File: src/rtl/filter_seq_ctrl.sv
// Sequencer for a filter datapath: resets and settles the filter, arms on a
// signed rising threshold crossing, then streams a window of filtered samples.
module filter_seq_ctrl #(
  parameter int unsigned DATA_W        = 16,
  parameter int unsigned SETTLE_CYCLES = 8
) (
  input  logic                     clk,
  input  logic                     reset,
  input  logic                     start,
  input  logic                     abort,
  input  logic signed [DATA_W-1:0] threshold,
  input  logic [7:0]               window_len,
  input  logic signed [DATA_W-1:0] filt_data,
  output logic                     filt_rst_n,
  output logic [DATA_W-1:0]        out_data,
  output logic                     out_valid,
  output logic                     out_last,
  output logic [15:0]              trig_ts,
  output logic                     busy,
  output logic                     done
);

  localparam int unsigned CNT_W       = 8;
  localparam logic [CNT_W-1:0] CLEAR_LAST  = CNT_W'(1);
  localparam logic [CNT_W-1:0] SETTLE_LAST = CNT_W'(SETTLE_CYCLES - 1);

  typedef enum logic [2:0] {
    IDLE,
    CLEAR,
    SETTLE,
    ARMED,
    CAPTURE,
    DONE
  } state_t;

  state_t                   state;
  logic signed [DATA_W-1:0] thr_q;
  logic signed [DATA_W-1:0] prev_q;
  logic [CNT_W-1:0]         len_q;
  logic [CNT_W-1:0]         cnt_q;
  logic [15:0]              ts_q;
  logic                     first_q;
  logic                     trig_c;

  // Rising crossing of the latched threshold, signed compare at full width
  assign trig_c = (filt_data >= thr_q) && (prev_q < thr_q);

  // Sequencer state, counters and all registered outputs
  always_ff @(posedge clk) begin
    if (reset) begin
      state      <= IDLE;
      thr_q      <= '0;
      prev_q     <= '0;
      len_q      <= '0;
      cnt_q      <= '0;
      ts_q       <= '0;
      first_q    <= 1'b0;
      filt_rst_n <= 1'b0;
      out_data   <= '0;
      out_valid  <= 1'b0;
      out_last   <= 1'b0;
      trig_ts    <= '0;
      busy       <= 1'b0;
      done       <= 1'b0;
    end else if (abort && (state != IDLE)) begin
      state      <= IDLE;
      cnt_q      <= '0;
      filt_rst_n <= 1'b0;
      out_valid  <= 1'b0;
      out_last   <= 1'b0;
      busy       <= 1'b0;
      done       <= 1'b0;
    end else begin
      case (state)
        IDLE: begin
          filt_rst_n <= 1'b0;
          done       <= 1'b0;
          if (start && !abort && (window_len != '0)) begin
            state <= CLEAR;
            thr_q <= threshold;
            len_q <= window_len;
            cnt_q <= '0;
            busy  <= 1'b1;
          end
        end
        CLEAR: begin
          if (cnt_q == CLEAR_LAST) begin
            state      <= SETTLE;
            cnt_q      <= '0;
            filt_rst_n <= 1'b1;
          end else begin
            cnt_q <= cnt_q + CNT_W'(1);
          end
        end
        SETTLE: begin
          if (cnt_q == SETTLE_LAST) begin
            state   <= ARMED;
            cnt_q   <= '0;
            ts_q    <= '0;
            first_q <= 1'b1;
          end else begin
            cnt_q <= cnt_q + CNT_W'(1);
          end
        end
        ARMED: begin
          // First armed cycle only primes prev so a pre-existing high level cannot trigger
          ts_q    <= ts_q + 16'd1;
          prev_q  <= filt_data;
          first_q <= 1'b0;
          if (!first_q && trig_c) begin
            state     <= CAPTURE;
            trig_ts   <= ts_q;
            out_data  <= filt_data;
            out_valid <= 1'b1;
            out_last  <= (len_q == CNT_W'(1));
            cnt_q     <= CNT_W'(1);
          end
        end
        CAPTURE: begin
          if (cnt_q == len_q) begin
            state     <= DONE;
            cnt_q     <= '0;
            out_valid <= 1'b0;
            out_last  <= 1'b0;
            busy      <= 1'b0;
            done      <= 1'b1;
          end else begin
            out_data <= filt_data;
            cnt_q    <= cnt_q + CNT_W'(1);
            out_last <= ((cnt_q + CNT_W'(1)) == len_q);
          end
        end
        DONE: begin
          state      <= IDLE;
          done       <= 1'b0;
          filt_rst_n <= 1'b0;
        end
        default: begin
          state <= IDLE;
        end
      endcase
    end
  end

endmodule

File: config.mk
export PLATFORM = sky130hd
export DESIGN_NAME = filter_seq_ctrl
export DESIGN_NICKNAME = d
export VERILOG_FILES = /design/src/rtl/filter_seq_ctrl.sv
export SDC_FILE = /design/constraint.sdc
export NUM_CORES = 1
export LEC_CHECK = 0
export CORE_AREA = 2 2 101 103
export DETAILED_ROUTE_END_ITERATION = 6
export DIE_AREA = 0 0 103 105
export GPL_TIMING_DRIVEN = 0
export PLACE_DENSITY = 0.84
export SETUP_SLACK_MARGIN = 0.15
export SYNTH_ARGS = -nofsm -noshare
export SYNTH_HDL_FRONTEND = slang
export SYNTH_SLANG_ARGS = --single-unit
File: constraint.sdc
create_clock -name clk -period 4.49 [get_ports clk]
set_input_delay 0.898 -clock clk [delete_from_list [all_inputs] [get_ports clk]]
set_output_delay 0.898 -clock clk [all_outputs]
set_load 0.03 [all_outputs]
After elaboration in Yosys (flattened, before gate mapping)

Index checks and enable logic that the tools add are counted.

Add/subtract/negate cells: 2
$mul: 0
Div/mod/pow operators: 0
Order comparisons: 2
Equality and inequality tests: 16
Shift operators: 0
Mux-type cells: 31
Bitwise gates (word level): 1
Reductions and logical operators: 30

Operator list:

| kind                                                 | count |
|---|---|
| case mux 16 bit (2 select lines)                     | 2 |
| 2-to-1 mux 16 bit                                    | 3 |
| 2-to-1 mux 8 bit                                     | 5 |
| case mux 8 bit (5 select lines)                      | 1 |
| AND reduction 3 bit                                  | 6 |
| adder 16 x 1 -> 16 bit (second input constant)       | 1 |
| equality test 8 x 1 -> 1 bit (second input constant) | 2 |
| equality test 8 bit                                  | 2 |
| greater-or-equal comparator 16 bit                   | 1 |
| < comparator 16 bit                                  | 1 |
| 2-to-1 mux 3 bit                                     | 5 |
| case mux 3 bit (5 select lines)                      | 1 |
| != test 2 bit (second input constant)                | 6 |
| case mux 1 bit (2 select lines)                      | 6 |
| nonzero test 2 bit                                   | 5 |
| adder 8 x 1 -> 8 bit (second input constant)         | 1 |
| equality test 8 x 3 -> 1 bit (second input constant) | 1 |
| 2-to-1 mux 1 bit                                     | 8 |
| AND reduction 2 bit                                  | 4 |
| nonzero test 8 bit                                   | 1 |
| equality test 3 x 2 -> 1 bit (second input constant) | 2 |
| equality test 3 bit (second input constant)          | 2 |
| logical AND 1 bit                                    | 5 |
| AND reduction 5 bit                                  | 1 |
| 8 further kinds                                      | 10 |

Bits in registers: 105
Latch bits: 0
RAM bits: 0
ROM bits: 0
Bits of input ports: 44
Output and inout bits: 37
Logic and storage cells: 96
Memories kept: 0

Depth between registers and ports, before layout

Gate-level depths: netlist of run 1.

Depth in word-level cells: 5
Gate-level depth with buffers: 11
Depth with buffers taken out: 9

Worst setup path before layout of run 1

No wires, ideal clock.

Kind: in2reg
Start: input port filt_data[15]
End: register out_data[0]
Library setup time: 0.072 ns
Arrival: 2.761 ns
Data required time: 4.418 ns
Setup slack: 1.657 ns
Stages: 10
Buffers on the path: 2
Path through: ha_1 nand4_1 nor4_1 o21ai_1 a31o_2 nand4b_1 o211a_1 buf_6 buf_12 mux2i_1

Longest elaborated chain between the ends: 5

RTL lines:

| element                            | line | RTL |
|---|---|---|
| from (decl)                        | 13   | `input logic signed [DATA_W-1:0] filt_data,` |
| greater-or-equal comparator 16 bit | 46   | `assign trig_c = (filt_data >= thr_q) && (prev_q < thr_q);` |
| logical AND 1 bit                  | 46   |  |
| logical AND 1 bit                  | 110  | `if (!first_q && trig_c) begin` |
| != test 2 bit (no line)            | --   |  |
| AND reduction 4 bit (no line)      | --   |  |
| to (signal assigned)               | 113  | `out_data <= filt_data;` |
| to (signal assigned)               | 128  | `out_data <= filt_data;` |
| to (decl)                          | 15   | `output logic [DATA_W-1:0] out_data,` |

No other way between the ends.
A chain may end at the register's enable or synchronous reset.

Worst setup path in the final report of run 1

Start: input port filt_data[15]
End: register trig_ts[11]

Longest elaborated chain between the ends: 4

RTL lines:

| element                            | line | RTL |
|---|---|---|
| greater-or-equal comparator 16 bit | 46   |  |
| logical AND 1 bit                  | 46   |  |
| logical AND 1 bit                  | 110  |  |
| AND reduction 3 bit (no line)      | --   |  |
| to (signal assigned)               | 112  | `trig_ts <= ts_q;` |
| to (decl)                          | 18   | `output logic [15:0] trig_ts,` |

No other way between the ends.

==> impl_metrics.toml, run 1 <==
[cts]
clock-root-buffer = "clkbuf_8"
post_cts_buffers = 0
cts_sinks = 105
tritoncts = "yes"
cts_buffers = 9
path_clk_slew_ps = 110
cts_max_path_buffers = 2
htree_levels = 3
cts_hold_buf = 0
clk_latency_ps = 390
post_cts_resized = 0

[die]
io-pin-count = 81
fp-row-count = 36
fp.coreArea_um2 = 9640
die_w_um = 103
initial_core_util = 0.583
dieArea_um2 = 10800
die-height_um = 105

[worst_setup_path]
worstPathArrival_ps = 3710
crit_type = "input port to flip-flop"
rr_worst_depth = 11
worst_ep_required_time_ps = 4810
start_kind = "input port"
crit_path_end_kind = "flip-flop"
worstPathMaxFanout = 10

[drt]
first_pass_iters = 5
top_layer_used = "met4"
wl_per_cell_um = 15.9
drt-vias-per-instance = 5.69
vias = 5222
wl_met1_mm = 6.40
antenna_left = 0
wl_mm = 14.6
drt_iter0_markers = 305
drc = 0
wl_met2_mm = 7.10
dr_wl_met3_um = 833

[timing]
slew_headroom = 0.577
finalMaxSlewViolations = 0
holdWs_ps = 461
hold_violations = 0
rsz0062_at_grt = "false"
skew_ps = 10.1
setup_violations = 0
worst_pin_slew_ps = 632
fin_tns_setup_ps = 0
finalCriticalPeriod_ps = 3390
fmax_ghz = 0.295
period_share = 0.755

[logic_synthesis]
yosysSeqAreaShare = 0.374
synth.top_cell.area_share = 0.374
yosys_warnings = 0
yosysUniqueCellTypes = 56
yosysTopAreaCell = "dfxtp_1"
synth_cells = 689
synthTopCellsByArea = "dfxtp_1 (37%), nand2b_1 (8.3%), nand2_1 (7.6%), ha_1 (7.6%), a21oi_1 (6.1%)"
postSynthAreaPerCell_um2 = 8.16
syn_nets = 767
synth.ff_latch_count = 105
ys.flop_type = "dfxtp_1"
synth-edff-count = 0
synth_area_um2 = 5620
synthArstFlopShare = 0

[finish]
syn_to_final_growth_pct = 20.6
final_util = 0.704
final_cell_mix = "nand2_1 (114), dfxtp_1 (105), clkdlybuf4s50_1 (79)"
nets = 857
antenna_cells = 0
n_fill_cell = 792
seqCellArea_um2 = 2100
drive_above_1_share = 0.0485
multi_input_area_um2 = 3220
layout_commonest_cell = "nand2_1"

[worst_hold_path]
hp-class = "flip-flop to flip-flop"
hold_depth = 2

[global_route]
overflow = 0
track_usage = 0.273
grt_max_degree = 19
antenna_found_initial = 0
grt_pass1_vias = 5039
grt_pass1_wl_mm = 23.7

[power_and_ir_drop]
p_per_area_nw_per_um2 = 268
leakagePower_nw = 2.35
max-vdd-ir-drop_mv = 0.184

[placement]
numPortBuffers = 79
gp_congestion = 0.919
dp_hpwl_mm = 11.1

[job]
cap_violations = 0

[status]
status = "complete, no violations"
==> registers in the layout, summed over array words and instances, names as in the netlist <==
name / count
thr_q: 16
trig_ts: 16
cnt_q: 8
ts_q: 16
first_q: 1
done: 1
filt_rst_n: 1
len_q: 8
busy: 1
state: 3
prev_q: 16
out_valid: 1
out_data: 16
out_last: 1
==> worst paths after layout <==
path / from / end / slack, ps
setup / recovery: filt_data[15] / trig_ts[11] / 1100
hold / removal: thr_q[6] / thr_q[6] / 460
setup reg to reg: thr_q[15] / trig_ts[11] / 1710
hold reg to reg: thr_q[6] / thr_q[6] / 460
==> per-layer routing <==
layer  vias to the layer above  GRT usage
li1                       2555          -
met1                      2458      0.356
met3                        26     0.0421
met5                         -          0
met4                         0     0.0977
met2                       183      0.452
==> cells by family (layout without fill, tap and decap cells) <==
kind of cell,count (synthesis),after routing,share of synthesized area
adders and majority gates,34,34,0.0757
and+or+nand+nor,290,290,0.255
AOI/OAI and AO/OA,149,149,0.162
muxes,34,34,0.0607
buffers and inverters,66,161,0.0527
xor gates and xnor gates,11,11,0.0198
DFF,105,105,0.374
==> power breakdown <==
part	leakage (nW)	switching [W]	internal, W	total (W)
clock network	0.0977	0.000349	0.000264	0.000612
registers	0.849	0.0000121	0.000946	0.000958
logic	1.40	0.000138	0.000109	0.000247
total	2.35	0.000499	0.00132	0.00182
==> metrics by stage <==
| step | area (µm²) | total power, W | worst slack, ps | std cells |
|---|---|---|---|---|
| global route | 6780 | 0.00189 | 979 | 917 |
| global placement | 6580 | 0.00121 | 783 | 901 |
| floorplan | 5620 | 0.00112 | 1660 | 689 |
| CTS | 6780 | 0.00182 | 1090 | 917 |
| detailed placement | 6580 | 0.00122 | 685 | 901 |
| finish | 6780 | 0.00182 | 1100 | 917 |
==> area by class of cell <==
| type | instances | share of cell area |
|---|---|---|
| Clock inverter | 7 | 0.0116 |
| Timing Repair Buffer | 79 | 0.117 |
| Tap cell | 133 | 0.0245 |
| Clock buffer | 9 | 0.0183 |
| Buffer | 42 | 0.0304 |
| Multi-Input combinational cell | 518 | 0.475 |
| Sequential cell | 105 | 0.310 |
| Inverter | 24 | 0.0133 |
==> synth_stat cells (5+ instances only) <==
cell	n
dfxtp_1	105
nor2_1	38
nor3_1	6
a22oi_1	5
xnor2_1	6
nand2_1	114
nor4_1	5
nand2b_1	75
inv_1	24
a21oi_1	69
o21ai_0	29
nand3_1	13
mux2i_1	33
a311oi_1	6
and3_1	8
nand4_1	6
clkbuf_1	33
ha_1	34
==> critical path, cell delays in order <==
cell and delay, ps:
clkdlybuf4s50_1 500, ha_1 390, nand4_1 140, nor4_1 440
o21ai_1 150, a31o_2 270, nand3_1 170, and3_1 180
buf_4 180, buf_6 180, mux2i_1 210
(Power assumes the default switching activity.)
==> run 2, diff against run 1 <==
Settings changed: CORE_AREA 2 2 101 103 to 2 2 105 107, DIE_AREA 0 0 103 105 to 0 0 107 109, PLACE_DENSITY 0.84 to 0.79.
Clock period 4.49 ns to 3.21 ns, I/O delays scaled along.
==> run 2 against run 1 <==
  * Wire length fell by 2.4%
  * Power grew 40%
  * Final cell count rose by 1.2%
  * Sequential share of layout area shrank 0.38 points
  * Hold slack worse by 1.1 ps
  * Via count fell by 0.80%
  * Non-clock buffer count is 4 higher
  * Die area grew 7.8%
  * Critical path depth down 1
  * Setup slack got worse by 840 ps
  * Count of clock-buffer cells in the layout did not move
  * Critical path type unchanged
  * Highest routed layer unchanged
==> impl_metrics.toml, run 2 (same netlist as run 1, synthesis figures left out) <==
[finish]
final_cell_mix = "nand2_1 (114), dfxtp_1 (105), clkdlybuf4s50_1 (78)"
nets = 861
seqCellArea_um2 = 2100
syn_to_final_growth_pct = 22.1
drive_above_1_share = 0.0584
postLayoutCellArea_um2 = 6870
multi_input_area_um2 = 3260
layout_commonest_cell = "nand2_1"
antenna_cells = 0
n_fill_cell = 914

[worst_hold_path]
hold_depth = 2
hp-class = "flip-flop to flip-flop"

[drt]
wl_mm = 14.3
antenna_left = 0
dr_wl_met3_um = 710
wl_per_cell_um = 15.4
drc = 0
top_layer_used = "met4"
vias = 5180
wl_met1_mm = 6.37
wl_met2_mm = 6.87
drt_iter0_markers = 339
first_pass_iters = 5
drt-vias-per-instance = 5.58

[global_route]
grt_pass1_vias = 4968
grt_pass1_wl_mm = 23.0
antenna_found_initial = 0
overflow = 0
track_usage = 0.249
grt_max_degree = 19

[status]
status = "complete, no violations"

[die]
io-pin-count = 81
fp.coreArea_um2 = 10600
die-height_um = 109
fp-row-count = 38
die_w_um = 107
dieArea_um2 = 11700
initial_core_util = 0.530

[worst_setup_path]
crit_path_end_kind = "flip-flop"
cp_cell_sequence = "clkdlybuf4s50_1 > ha_1 > nand4_1 > nor4_2 > o21ai_1 > a31o_2 > nand4b_1 > buf_4 > o211ai_1 > a31o_2"
worst_ep_required_time_ps = 3500
worstPathMaxFanout = 6
cp_slowest_stage_delay_ps = 490
rr_worst_depth = 9
crit_type = "input port to flip-flop"
worstPathArrival_ps = 3240
start_kind = "input port"
slowest_stage = "clkdlybuf4s50_1"
timing.critical_path.mode_cell = "a31o_2"

[timing]
period_share = 0.920
setup_violations = 0
hold_violations = 0
rsz0062_at_grt = "false"
worst_pin_slew_ps = 643
slew_headroom = 0.572
fin_tns_setup_ps = 0
skew_ps = 13.0
setup_slack_ps = 257
finalMaxSlewViolations = 0
finalCriticalPeriod_ps = 2950
fmax_ghz = 0.339

[cts]
path_clk_slew_ps = 100
cts_buffers = 9
cts_hold_buf = 0
clock-root-buffer = "clkbuf_8"
tritoncts = "yes"
htree_levels = 3
clk_latency_ps = 390
cts_sinks = 105
cts_max_path_buffers = 2

[power_and_ir_drop]
finalPower_w = 0.00254
switchingPower_w = 0.000697
max-vdd-ir-drop_mv = 0.238
pwr-share-seq = 0.527
p_per_area_nw_per_um2 = 370
leakagePower_nw = 2.39
switching_share = 0.274
clockPowerShare = 0.335
pwr-share-comb = 0.138
power.internal_w = 0.00185

[placement]
numPortBuffers = 79
gp_congestion = 0.936
detailedPlace.worstSlack_ps = -362
placed_area_um2 = 6590
dp_hpwl_mm = 11.1

[job]
cap_violations = 0
-- run 2: final cells by class --
type                       count  share of cell area
inverter                      24              0.0131
clock buffer                   9              0.0180
multi-input combinational    518               0.475
tap                          140              0.0255
clock inverter                 7              0.0115
buffer                        42              0.0312
timing repair buffer          83               0.120
sequential                   105               0.306
-- run 2: worst paths after layout --
| check | slack (ps) | from | end |
|---|---|---|---|
| worst min-delay path | 460 | prev_q[0] | prev_q[0] |
| worst min register to register | 460 | prev_q[0] | prev_q[0] |
| worst max-delay path | 260 | filt_data[8] | cnt_q[1] |
| worst max register to register | 540 | thr_q[11] | cnt_q[5] |
-- run 2: critical path, delay by kind of cell --
kind	cells	cell delay (ps)
compound gates	4	980
simple gates	3	660
buf+inv	2	630
fa+ha+maj	1	330
-- run 2: what timing repair did --
item	CTS	global route
cloned	0	0
gates resized for setup	1	6
setup endpoints to repair	20	23
pin swaps	1	5
buffers inserted	1	3
endpoints found under the hold margin	0	0
-- run 2: power groups by stage --
stage | clock (W) | sequential (W) | combinational (W)
2_1_floorplan | 0 | 0.00137 | 0.000205
3_3_place_gp | 0 | 0.00137 | 0.000331
3_5_place_dp | 0 | 0.00137 | 0.000342
4_1_cts | 0.000857 | 0.00134 | 0.000345
5_1_grt | 0.000905 | 0.00134 | 0.000391
6_report | 0.000852 | 0.00134 | 0.000351
-- run 2: layer usage --
metal,vias to the layer above,GRT usage
li1,2560,-
met4,0,0.102
met1,2425,0.307
met5,-,0
met3,26,0.0317
met2,169,0.442
-- run 2: through the flow --
stage	hold WS (ps)	utilization	instances
floorplan	431	-	689
global route	483	0.648	928
global placement	440	0.621	908
CTS	462	0.642	925
detailed placement	448	0.621	908
finish	460	0.648	928
==> run 3, diff against run 2 <==
Settings changed: SLEW_MARGIN from default to 20.
==> results of run 3 <==
No change in the layout: final DEF, timing and power equal those of run 2.
